### src/rtl/spi_txn_arbiter_pkg.sv
// ---------------------------------------------------------------------------
// spi_ctrl_pkg
// Shared types and constants for the SPI transaction arbiter slice.
//   arb_state_t  : sequencing states of the arbiter controller
//   REQ_SENSOR   : requester id of the sensor poll path
//   REQ_DISPLAY  : requester id of the display/command path
//   idToOneHot() : turns a requester id into a 2-bit one-hot vector
// ---------------------------------------------------------------------------
package spi_ctrl_pkg;

  typedef enum logic [2:0] {
    IDLE,
    LAUNCH,
    WAIT_ACK,
    WAIT_DONE,
    COMPLETE
  } arb_state_t;

  localparam logic REQ_SENSOR  = 1'b0;
  localparam logic REQ_DISPLAY = 1'b1;

  function automatic logic [1:0] idToOneHot(input logic id);
    return id ? 2'b10 : 2'b01;
  endfunction

endpackage

### src/rtl/spi_txn_arbiter_if.sv
// ---------------------------------------------------------------------------
// spi_txn_arbiter_if
// Bundles the requester-side handshake and the SPI-master-side signals of the
// arbiter.
//   Requester side : req, tx0/tx1_bytes, tx0/tx1_cnt, rx0/rx1_cnt (to arbiter)
//                    gnt, done, err, rx_bytes, busy (from arbiter)
//   SPI side       : spi_start, spi_in_bytes, spi_in_cnt, spi_out_cnt
//                    (from arbiter), spi_trans_done, spi_out_bytes (to arbiter)
// Modports:
//   master : the arbiter itself (it masters the shared SPI engine)
//   slave  : everything around it (requesters and the SPI master)
// ---------------------------------------------------------------------------
interface spi_txn_arbiter_if #(
  parameter int BUFFER_BYTES = 4,
  parameter int CNT_W        = $clog2(BUFFER_BYTES) + 1
);

  logic [1:0]                req;
  logic [BUFFER_BYTES*8-1:0] tx0_bytes;
  logic [BUFFER_BYTES*8-1:0] tx1_bytes;
  logic [CNT_W-1:0]          tx0_cnt;
  logic [CNT_W-1:0]          tx1_cnt;
  logic [CNT_W-1:0]          rx0_cnt;
  logic [CNT_W-1:0]          rx1_cnt;
  logic [1:0]                gnt;
  logic [1:0]                done;
  logic [1:0]                err;
  logic [BUFFER_BYTES*8-1:0] rx_bytes;
  logic                      busy;
  logic                      spi_start;
  logic [BUFFER_BYTES*8-1:0] spi_in_bytes;
  logic [CNT_W-1:0]          spi_in_cnt;
  logic [CNT_W-1:0]          spi_out_cnt;
  logic                      spi_trans_done;
  logic [BUFFER_BYTES*8-1:0] spi_out_bytes;

  modport master (
    input  req, tx0_bytes, tx1_bytes, tx0_cnt, tx1_cnt, rx0_cnt, rx1_cnt,
    input  spi_trans_done, spi_out_bytes,
    output gnt, done, err, rx_bytes, busy,
    output spi_start, spi_in_bytes, spi_in_cnt, spi_out_cnt
  );

  modport slave (
    output req, tx0_bytes, tx1_bytes, tx0_cnt, tx1_cnt, rx0_cnt, rx1_cnt,
    output spi_trans_done, spi_out_bytes,
    input  gnt, done, err, rx_bytes, busy,
    input  spi_start, spi_in_bytes, spi_in_cnt, spi_out_cnt
  );

endinterface

### src/rtl/spi_txn_arbiter_rr.sv
// ---------------------------------------------------------------------------
// rr_arbiter2
// Combinational two-way round-robin pick.
//   i_req  : request levels of the two requesters
//   i_last : id of the requester that was served most recently
//   o_gnt  : one-hot winner (all zero when nobody requests)
// ---------------------------------------------------------------------------
module rr_arbiter2
  import spi_ctrl_pkg::*;
(
  input  logic [1:0] i_req,
  input  logic       i_last,
  output logic [1:0] o_gnt
);

  // A lone requester simply wins; on a tie the one that was not served last
  // goes next, so neither path can starve the other.
  always_comb begin
    o_gnt = i_req;
    if (i_req == 2'b11) begin
      o_gnt = (i_last == REQ_SENSOR) ? idToOneHot(REQ_DISPLAY)
                                     : idToOneHot(REQ_SENSOR);
    end
  end

endmodule

### src/rtl/spi_txn_arbiter.sv
// ---------------------------------------------------------------------------
// spi_txn_arbiter
// Shares one SPI master between the sensor poll path (requester 0) and the
// display/command path (requester 1). Picks a winner round-robin, latches its
// operands, toggles the SPI master's start line, follows trans_done through
// its fall and rise and hands back the read bytes with a one-cycle done pulse.
//   clk : clock, same net as the SPI master's sck_in
//   rst : synchronous active-high reset
//   bus : spi_txn_arbiter_if.master (requester and SPI master signals)
// Parameters:
//   BUFFER_BYTES   : SPI buffer depth in bytes (must match the SPI master)
//   CNT_W          : width of the byte-count fields
//   TIMEOUT_CYCLES : longest wait allowed in WAIT_ACK or WAIT_DONE
// ---------------------------------------------------------------------------
module spi_txn_arbiter
  import spi_ctrl_pkg::*;
#(
  parameter int BUFFER_BYTES   = 4,
  parameter int CNT_W          = $clog2(BUFFER_BYTES) + 1,
  parameter int TIMEOUT_CYCLES = 1024
) (
  input  logic              clk,
  input  logic              rst,
  spi_txn_arbiter_if.master bus
);

  localparam int               DataW  = BUFFER_BYTES * 8;
  localparam logic [CNT_W-1:0] MaxCnt = CNT_W'(BUFFER_BYTES);
  localparam int               ToW    = (TIMEOUT_CYCLES > 1) ? $clog2(TIMEOUT_CYCLES) : 1;
  localparam logic [ToW-1:0]   ToLast = ToW'(TIMEOUT_CYCLES - 1);

  arb_state_t       r_state;
  logic             r_last;
  logic             r_owner;
  logic [1:0]       r_gnt;
  logic [1:0]       r_done;
  logic [1:0]       r_err;
  logic             r_busy;
  logic             r_spiStart;
  logic [DataW-1:0] r_spiInBytes;
  logic [CNT_W-1:0] r_spiInCnt;
  logic [CNT_W-1:0] r_spiOutCnt;
  logic [DataW-1:0] r_rxBytes;
  logic [ToW-1:0]   r_toCnt;

  logic [1:0]       w_pick;
  logic             w_winner;
  logic [1:0]       w_ownerHot;
  logic [DataW-1:0] w_txBytes;
  logic [CNT_W-1:0] w_txCnt;
  logic [CNT_W-1:0] w_rxCnt;

  function automatic logic [CNT_W-1:0] clampCnt(input logic [CNT_W-1:0] cnt);
    return (cnt > MaxCnt) ? MaxCnt : cnt;
  endfunction

  rr_arbiter2 u_rr (
    .i_req  (bus.req),
    .i_last (r_last),
    .o_gnt  (w_pick)
  );

  // The winner's id is the upper bit of the one-hot pick; it steers which
  // operand set gets latched.
  assign w_winner   = w_pick[1];
  assign w_ownerHot = idToOneHot(r_owner);
  assign w_txBytes  = w_winner ? bus.tx1_bytes : bus.tx0_bytes;
  assign w_txCnt    = w_winner ? bus.tx1_cnt   : bus.tx0_cnt;
  assign w_rxCnt    = w_winner ? bus.rx1_cnt   : bus.rx0_cnt;

  // Controller. done/err/rx_bytes are loaded on the way into COMPLETE so the
  // pulse is visible during the COMPLETE cycle, one cycle after trans_done
  // rises. IDLE only arbitrates while the SPI master reports idle, which also
  // keeps us from launching on top of a transfer orphaned by a reset.
  always_ff @(posedge clk) begin
    if (rst) begin
      r_state      <= IDLE;
      r_last       <= REQ_DISPLAY;
      r_owner      <= REQ_SENSOR;
      r_gnt        <= '0;
      r_done       <= '0;
      r_err        <= '0;
      r_busy       <= 1'b0;
      r_spiStart   <= 1'b0;
      r_spiInBytes <= '0;
      r_spiInCnt   <= '0;
      r_spiOutCnt  <= '0;
      r_rxBytes    <= '0;
      r_toCnt      <= '0;
    end else begin
      r_done <= '0;
      r_err  <= '0;
      case (r_state)
        IDLE: begin
          if (bus.req != 2'b00 && bus.spi_trans_done) begin
            r_owner      <= w_winner;
            r_gnt        <= w_pick;
            r_spiInBytes <= w_txBytes;
            r_spiInCnt   <= clampCnt(w_txCnt);
            r_spiOutCnt  <= clampCnt(w_rxCnt);
            r_busy       <= 1'b1;
            r_state      <= LAUNCH;
          end
        end
        LAUNCH: begin
          if (r_spiInCnt == '0 && r_spiOutCnt == '0) begin
            r_rxBytes <= bus.spi_out_bytes;
            r_done    <= w_ownerHot;
            r_state   <= COMPLETE;
          end else begin
            r_spiStart <= ~r_spiStart;
            r_toCnt    <= '0;
            r_state    <= WAIT_ACK;
          end
        end
        WAIT_ACK: begin
          if (!bus.spi_trans_done) begin
            r_toCnt <= '0;
            r_state <= WAIT_DONE;
          end else if (r_toCnt == ToLast) begin
            r_done  <= w_ownerHot;
            r_err   <= w_ownerHot;
            r_state <= COMPLETE;
          end else begin
            r_toCnt <= r_toCnt + 1'b1;
          end
        end
        WAIT_DONE: begin
          if (bus.spi_trans_done) begin
            r_rxBytes <= bus.spi_out_bytes;
            r_done    <= w_ownerHot;
            r_state   <= COMPLETE;
          end else if (r_toCnt == ToLast) begin
            r_done  <= w_ownerHot;
            r_err   <= w_ownerHot;
            r_state <= COMPLETE;
          end else begin
            r_toCnt <= r_toCnt + 1'b1;
          end
        end
        COMPLETE: begin
          r_gnt   <= '0;
          r_busy  <= 1'b0;
          r_last  <= r_owner;
          r_state <= IDLE;
        end
        default: begin
          r_state <= IDLE;
        end
      endcase
    end
  end

  // Everything leaving the block comes straight from registers.
  assign bus.gnt          = r_gnt;
  assign bus.done         = r_done;
  assign bus.err          = r_err;
  assign bus.rx_bytes     = r_rxBytes;
  assign bus.busy         = r_busy;
  assign bus.spi_start    = r_spiStart;
  assign bus.spi_in_bytes = r_spiInBytes;
  assign bus.spi_in_cnt   = r_spiInCnt;
  assign bus.spi_out_cnt  = r_spiOutCnt;

endmodule
### src/flat_wrapper.sv
// flat-port wrapper written by rule: the top's interface ports become plain ports
module spi_txn_arbiter_flat import spi_ctrl_pkg::*;
#(
  parameter int BUFFER_BYTES   = 4,
  parameter int CNT_W          = $clog2(BUFFER_BYTES) + 1,
  parameter int TIMEOUT_CYCLES = 1024
)
  (clk, rst, bus_req, bus_tx0_bytes, bus_tx1_bytes, bus_tx0_cnt, bus_tx1_cnt, bus_rx0_cnt, bus_rx1_cnt, bus_spi_trans_done, bus_spi_out_bytes, bus_gnt, bus_done, bus_err, bus_rx_bytes, bus_busy, bus_spi_start, bus_spi_in_bytes, bus_spi_in_cnt, bus_spi_out_cnt);
  spi_txn_arbiter_if #(.BUFFER_BYTES(BUFFER_BYTES), .CNT_W(CNT_W)) bus_i ();
  input  logic clk;
  input  logic rst;
  input wire logic [$bits(bus_i.req)-1:0] bus_req;
  input wire logic [$bits(bus_i.tx0_bytes)-1:0] bus_tx0_bytes;
  input wire logic [$bits(bus_i.tx1_bytes)-1:0] bus_tx1_bytes;
  input wire logic [$bits(bus_i.tx0_cnt)-1:0] bus_tx0_cnt;
  input wire logic [$bits(bus_i.tx1_cnt)-1:0] bus_tx1_cnt;
  input wire logic [$bits(bus_i.rx0_cnt)-1:0] bus_rx0_cnt;
  input wire logic [$bits(bus_i.rx1_cnt)-1:0] bus_rx1_cnt;
  input wire logic [$bits(bus_i.spi_trans_done)-1:0] bus_spi_trans_done;
  input wire logic [$bits(bus_i.spi_out_bytes)-1:0] bus_spi_out_bytes;
  output wire logic [$bits(bus_i.gnt)-1:0] bus_gnt;
  output wire logic [$bits(bus_i.done)-1:0] bus_done;
  output wire logic [$bits(bus_i.err)-1:0] bus_err;
  output wire logic [$bits(bus_i.rx_bytes)-1:0] bus_rx_bytes;
  output wire logic [$bits(bus_i.busy)-1:0] bus_busy;
  output wire logic [$bits(bus_i.spi_start)-1:0] bus_spi_start;
  output wire logic [$bits(bus_i.spi_in_bytes)-1:0] bus_spi_in_bytes;
  output wire logic [$bits(bus_i.spi_in_cnt)-1:0] bus_spi_in_cnt;
  output wire logic [$bits(bus_i.spi_out_cnt)-1:0] bus_spi_out_cnt;
  assign bus_i.req = bus_req;
  assign bus_i.tx0_bytes = bus_tx0_bytes;
  assign bus_i.tx1_bytes = bus_tx1_bytes;
  assign bus_i.tx0_cnt = bus_tx0_cnt;
  assign bus_i.tx1_cnt = bus_tx1_cnt;
  assign bus_i.rx0_cnt = bus_rx0_cnt;
  assign bus_i.rx1_cnt = bus_rx1_cnt;
  assign bus_i.spi_trans_done = bus_spi_trans_done;
  assign bus_i.spi_out_bytes = bus_spi_out_bytes;
  assign bus_gnt = bus_i.gnt;
  assign bus_done = bus_i.done;
  assign bus_err = bus_i.err;
  assign bus_rx_bytes = bus_i.rx_bytes;
  assign bus_busy = bus_i.busy;
  assign bus_spi_start = bus_i.spi_start;
  assign bus_spi_in_bytes = bus_i.spi_in_bytes;
  assign bus_spi_in_cnt = bus_i.spi_in_cnt;
  assign bus_spi_out_cnt = bus_i.spi_out_cnt;
  spi_txn_arbiter #(.BUFFER_BYTES(BUFFER_BYTES), .CNT_W(CNT_W), .TIMEOUT_CYCLES(TIMEOUT_CYCLES)) u_core (.clk(clk), .rst(rst), .bus(bus_i));
endmodule
### config.mk
export PLATFORM = sky130hd
export DESIGN_NAME = spi_txn_arbiter_flat
export DESIGN_NICKNAME = d
export VERILOG_FILES = /design/src/rtl/spi_txn_arbiter_pkg.sv /design/src/rtl/spi_txn_arbiter_if.sv /design/src/rtl/spi_txn_arbiter_rr.sv /design/src/rtl/spi_txn_arbiter.sv /design/src/flat_wrapper.sv
export SDC_FILE = /design/constraint.sdc
export NUM_CORES = 1
export LEC_CHECK = 0
export ABC_AREA = 1
export CAP_MARGIN = 30
export CORE_MARGIN = 1
export CORE_UTILIZATION = 41
export DETAILED_ROUTE_END_ITERATION = 8
export PLACE_DENSITY_LB_ADDON = 0.15
export SYNTH_ARGS = -nofsm -noshare
export SYNTH_HDL_FRONTEND = slang
export SYNTH_SLANG_ARGS = --single-unit
### constraint.sdc
create_clock -name clk -period 2 [get_ports clk]
set_input_delay 0.4 -clock clk [delete_from_list [all_inputs] [get_ports clk]]
set_output_delay 0.4 -clock clk [all_outputs]
set_load 0.05 [all_outputs]
# == Word level (Yosys, flattened, before mapping) ==
# Index checks and enable logic that the tools add are counted.
# word_totals
out_inout_bits,78
word_cells,76
reg_bits,93
input_bits,113
# op_classes
muxes,33
n_addsub,1
eq_ne,11
n_bitwise,2
reduce_logical,14
order_cmp,2
# op_table
op,n
32-bit two-way mux,3
32-bit one-hot mux with 2 select lines,1
10-bit two-way mux,4
10-bit one-hot mux with 3 select lines,1
3-bit two-way mux,9
2-bit two-way mux,9
3-bit one-hot mux with 4 select lines,1
10-bit by 1-bit adder with 10-bit output (second input constant),1
10-bit == test (second input constant),1
3-bit logical NOT,3
2-bit one-hot mux with 2 select lines,2
3-bit by 2-bit == test with 1-bit output (second input constant),2
3-bit greater-than comparator (second input constant),2
2-bit != test (second input constant),3
2-bit one-hot mux with 3 select lines,1
2-bit AND reduction,3
3-bit AND reduction,2
2-bit nonzero test,3
2-bit by 1-bit != test with 1-bit output (second input constant),2
3-bit by 1-bit == test with 1-bit output (second input constant),1
3-bit == test (second input constant),1
3-bit nonzero test,1
2-bit == test (second input constant),1
1-bit logical AND,2
3 further kinds,4

# == Depth between registers and ports, before layout ==
# logic_depth
word_depth,5
depth_mapped,9
mapped_depth_nobuf,9

# == By module ==
# From an unflattened synthesis, not the netlist that was laid out.
# unflattened
cells_unflattened,546
hier_area_um2,3933.8
# by_module_without_submodules
module,area_per_inst_um2,cells_per_inst,n_inst
spi_txn_arbiter,3912.5,541,1
rr_arbiter2,21.3,5,1

# == Worst setup path before layout ==
# Ideal clock, no wire load.
# synth_timing
path_kind,reg2reg
from,"register u_core.r_spiOutCnt[0], in the netlist u_core.bus.spi_out_cnt[0]"
to,"register u_core.r_rxBytes[10], in the netlist u_core.bus.rx_bytes[10]"
path_stages_with_launch,8
t_arrival_ns,1.385
synth_period_minus_slack_ns,1.502
slack_ns,0.498
setup_time_ns,0.116
t_required_ns,1.884
cell_sequence,dfxtp_1 > nor2_1 > nand3_1 > o22ai_2 > inv_1 > buf_6 > nor2_1 > nor2_1
# synth_via
elab_chain_cells,4
# synth_rtl
item,line_no,rtl
start: declaration,spi_txn_arbiter.sv:42,logic [CNT_W-1:0] r_spiOutCnt;
start signal: assignment,spi_txn_arbiter.sv:100,r_spiOutCnt <= clampCnt(w_rxCnt);
3-bit logical NOT,spi_txn_arbiter.sv:106,if (r_spiInCnt == '0 && r_spiOutCnt == '0) begin
1-bit logical AND,spi_txn_arbiter.sv:106,
2-bit by 1-bit != test with 1-bit output (no line),n/a,
3-bit AND reduction (no line),n/a,
end signal: assignment,spi_txn_arbiter.sv:107,r_rxBytes <= bus.spi_out_bytes;
end signal: assignment,spi_txn_arbiter.sv:130,r_rxBytes <= bus.spi_out_bytes;
end: declaration,spi_txn_arbiter.sv:43,logic [DataW-1:0] r_rxBytes;
# No other way between the ends.
# A chain may end at the register's enable or synchronous reset.

# == Worst setup path in the final report ==
# layout_timing
from,"register u_core.r_spiInBytes[14], in the netlist u_core.bus.spi_in_bytes[14]"
to,output port bus_spi_in_bytes[14]
# layout_rtl
item,line_no,rtl
start: declaration,spi_txn_arbiter.sv:40,logic [DataW-1:0] r_spiInBytes;
start signal: assignment,spi_txn_arbiter.sv:98,r_spiInBytes <= w_txBytes;
end: declaration,flat_wrapper.sv:27,output wire logic [$bits(bus_i.spi_in_bytes)-1:0] bus_spi_in_bytes;
# No word-level cell between the ends.

==> qor_table.md <==
| Quantity | Value | Unit |
| --- | --- | --- |
| Fin crit share | 0.9747 | - |
| Area added between synthesis and finish | 56.84 | % |
| Global-route wire length before repair | 18.74 | mm |
| Cell Area, Synth | 3934 | µm² |
| Number of antenna violations at the first check in global routing | 0 | - |
| Post-synthesis sequential area ratio | 0.4733 | - |
| Worst endpoint required time | 1.60 | ns |
| DRC violations left | 0 | - |
| Antenna Cells | 0 | - |
| Effective utilization at floorplan | 0.4237 | - |
| Sink count of the clock tree | 93 | - |
| Height of the die | 99.95 | µm |
| Gr ovfl total | 0 | - |
| Most frequent cells after synthesis | sky130_fd_sc_hd__nor2_1, sky130_fd_sc_hd__dfxtp_1, sky130_fd_sc_hd__nand2_1 | - |
| Most instantiated library cell after synthesis | sky130_fd_sc_hd__nor2_1 | - |
| Critical path class | reg2out | - |
| Die width | 99.95 | µm |
| Slew Limit Fails | 0 | - |
| Setup skew after layout | 0.01539 | ns |
| Core region area | 9284 | µm² |
| DP HPWL | 8.549 | mm |
| Critical path arrival | 1.55 | ns |
| Maximum number of pins on one net before global-route repair | 40 | - |
| Slowest stage delay, CP | 0.85 | ns |
| I/O pin count | 191 | - |
| Number of violations reported at the end of detailed-routing iteration 0 | 146 | - |
| Max-slew headroom at the worst pin | 0.6321 | - |
| Outcome | completed | - |
| Clock slew at the register clock pins of the worst setup and hold paths | 0.09 | ns |
| Fmax | 513.0 | MHz |
| Final Hold Vio Count | 0 | - |
| Flip-flop and latch count after synthesis | 93 | - |
| Final Power | 0.005171 | W |
| Cell with the biggest individual delay on the critical path | sky130_fd_sc_hd__clkdlybuf4s50_1 | - |
| Die Footprint | 9990 | µm² |
| Cell row count | 35 | - |
| Length of the first detailed-routing pass in iterations | 4 | - |
| Pwr per Cell Area | 838.1 | nW/µm² |
| Internal cell power | 0.003223 | W |
| TritonCTS clock tree | yes | - |
| Aggregate global-route resource usage | 0.2334 | - |
| Mapped Cells | 531 | - |
| Number of placed instances with taps included | 838 | - |
| Unrepaired setup endpoints after global routing | false | - |
| Setup Fix Bufs, Post-CTS | 0 | - |
| Final cell count without fillers | 854 | - |
| Post-synthesis net count | 645 | - |
| Vias after detailed routing | 4192 | - |
| Share of total power in the clock network | 0.219 | - |
| Main synth FF type | sky130_fd_sc_hd__dfxtp_1 | - |
| Cts hold-fix bufs | 0 | - |
| Family of cells with the greatest summed delay on the critical path | buffers and inverters | - |
| Kind of capture point of the worst setup path | primary output | - |
| Mean cell area of the mapped netlist | 7.408 | µm² |
| Number of buffers created by CTS | 9 | - |
| Sequential Power Share | 0.419 | - |
| Series of cell instances along the critical path | clkdlybuf4s50_1 | - |
| Per-cell routed wire length | 13.48 | µm |
| Cells taking the most area after synthesis | sky130_fd_sc_hd__dfxtp_1, sky130_fd_sc_hd__a21oi_1, sky130_fd_sc_hd__nor2_1 | - |
| Slew at the pin closest to its max-slew limit | 0.5501 | ns |
| Unique cell type count in the Yosys netlist | 33 | - |
| Static leakage | 2.459 | nW |
| Final setup violation count | 0 | - |
| Routed Antenna Nets | 0 | - |
| Area share of the largest cell type after synthesis | 0.4733 | - |
| Type of the most critical hold path | reg2reg | - |
| Fraction of final layout cells sized beyond drive strength 1 | 0.08414 | - |
| Hold Slack | 0.4548 | ns |
| Number of buffer and inverter stages on the critical path | 1 | - |
| Library cell occupying the most area in the post-synthesis netlist | sky130_fd_sc_hd__dfxtp_1 | - |
| Count of nets after finishing | 834 | - |
| Maximum clock insertion buffer count | 2 | - |
| Quantity of gates resized following cts | 0 | - |
| Post-DR vias/cell | 4.909 | - |
| Insertion delay of the later-clocked pin in the worst-skew pair | 0.35 | ns |
| H-tree levels | 3 | - |
| Max capacitance violation total | 0 | - |
| Post-Route WL | 11.51 | mm |
| Combinational group share of total power | 0.362 | - |
| Maximum vdd ir drop | 0.4104 | mV |
| Biggest fanout along the worst timing path | 2 | - |
| Warnings, synthesis | 0 | - |
| Shortest period the worst path allows | 1.949 | ns |
| Number of enable-type register cells in the synthesized netlist | 0 | - |
| Vias in the first global route | 4090 | - |
| Final weighted congestion of routability-driven global placement | 0.8163 | - |
| Switching power share of the total | 0.3766 | - |
| Clock root buffer | sky130_fd_sc_hd__clkbuf_8 | - |
| Switching component of the power | 0.001947 | W |
| Asr flop ratio synth | 0 | - |
| Setup TNS | 0 | ns |
| Critical path launch point type | flop | - |
| Number of buffers added on ports | 190 | - |
[final cells by class]
type,instances,area (µm²)
Clock buffer,10,127.6
Clock inverter,6,45.04
Fill cell,813,3114
Inverter,29,108.9
Multi-Input combinational cell,380,1798
Sequential cell,93,1862
Tap cell,129,161.4
Timing Repair Buffer,207,2067
[state kept, by name, summed over array words and instances (netlist names)]
name	count
u_core.bus.rx_bytes	32
u_core.bus.spi_in_bytes	32
u_core.r_toCnt	10
u_core.bus.spi_in_cnt	3
u_core.bus.spi_out_cnt	3
u_core.r_state	3
u_core.bus.done	2
u_core.bus.err	2
u_core.bus.gnt	2
u_core.bus.busy	1
u_core.bus.spi_start	1
u_core.r_last	1
u_core.r_owner	1
[through the flow]
| step | worst slack [ns] | util | area [µm²] |
|---|---|---|---|
| after floorplan | 0.4982 | - | 3934 |
| after global placement | 0.09001 | 0.6457 | 5995 |
| after detailed placement | 0.04401 | 0.6457 | 5995 |
| after CTS | 0.01980 | 0.6643 | 6167 |
| after global routing | 0.008778 | 0.6646 | 6170 |
| final | 0.05060 | 0.6646 | 6170 |
[placed cells by master, fill, tap and decap left out, types with 3 or more instances in the layout]
master                            count
sky130_fd_sc_hd__clkdlybuf4s50_1    183
sky130_fd_sc_hd__nor2_1              98
sky130_fd_sc_hd__dfxtp_1             93
sky130_fd_sc_hd__nand2_1             81
sky130_fd_sc_hd__a21oi_1             80
sky130_fd_sc_hd__o21ai_0             64
sky130_fd_sc_hd__inv_1               22
sky130_fd_sc_hd__buf_4               19
sky130_fd_sc_hd__nand3_1             15
sky130_fd_sc_hd__o21ai_1             10
sky130_fd_sc_hd__clkbuf_8             9
sky130_fd_sc_hd__inv_2                6
sky130_fd_sc_hd__nand2_2              4
sky130_fd_sc_hd__buf_12               4
sky130_fd_sc_hd__nor3_1               3
sky130_fd_sc_hd__nand3b_1             3
sky130_fd_sc_hd__clkinvlp_4           3
[power by group through the flow]
stage               registers, W  clock network, W  logic (W)
floorplan                0.00283                 0   0.000499
global placement         0.00220                 0    0.00186
detailed placement       0.00220                 0    0.00187
CTS                      0.00217           0.00117    0.00188
global route             0.00219           0.00126    0.00200
finish                   0.00217           0.00113    0.00187
[cells by family (layout without fill, tap and decap cells)]
kind of cell / after synthesis / after routing / synth area share
AND/OR/NAND/NOR: 220 / 220 / 0.2475
AO/OA/AOI/OAI: 158 / 158 / 0.2042
XOR/XNOR: 1 / 1 / 0.002227
buffers and inverters: 58 / 252 / 0.06965
flip-flops: 93 / 93 / 0.4733
adder cells (fa/ha/maj): 1 / 1 / 0.003180
[per-layer routing]
layer / wire [µm] / vias to the layer above / part of all wire / global-route usage
met5: 0 / - / 0 / 0
met4: 255 / 0 / 0.022 / 0.07692
met3: 660 / 21 / 0.057 / 0.05710
met2: 5655 / 132 / 0.49 / 0.4027
met1: 4940 / 1912 / 0.43 / 0.2848
li1: - / 2127 / - / -
[path summary, 6_finish.rpt]
path | end | start | depth (start not counted) | slack, ns
worst max-delay path | bus_spi_in_bytes[14] | u_core.bus.spi_in_bytes[14] | 1 | 0.05
worst min register to register | u_core.bus.spi_start | u_core.bus.spi_start | 1 | 0.45
worst min-delay path | u_core.bus.spi_start | u_core.bus.spi_start | 1 | 0.45
worst max register to register | u_core.r_toCnt[0] | u_core.r_toCnt[0] | 7 | 0.32
No activity file was read; power rests on OpenSTA's default activity.
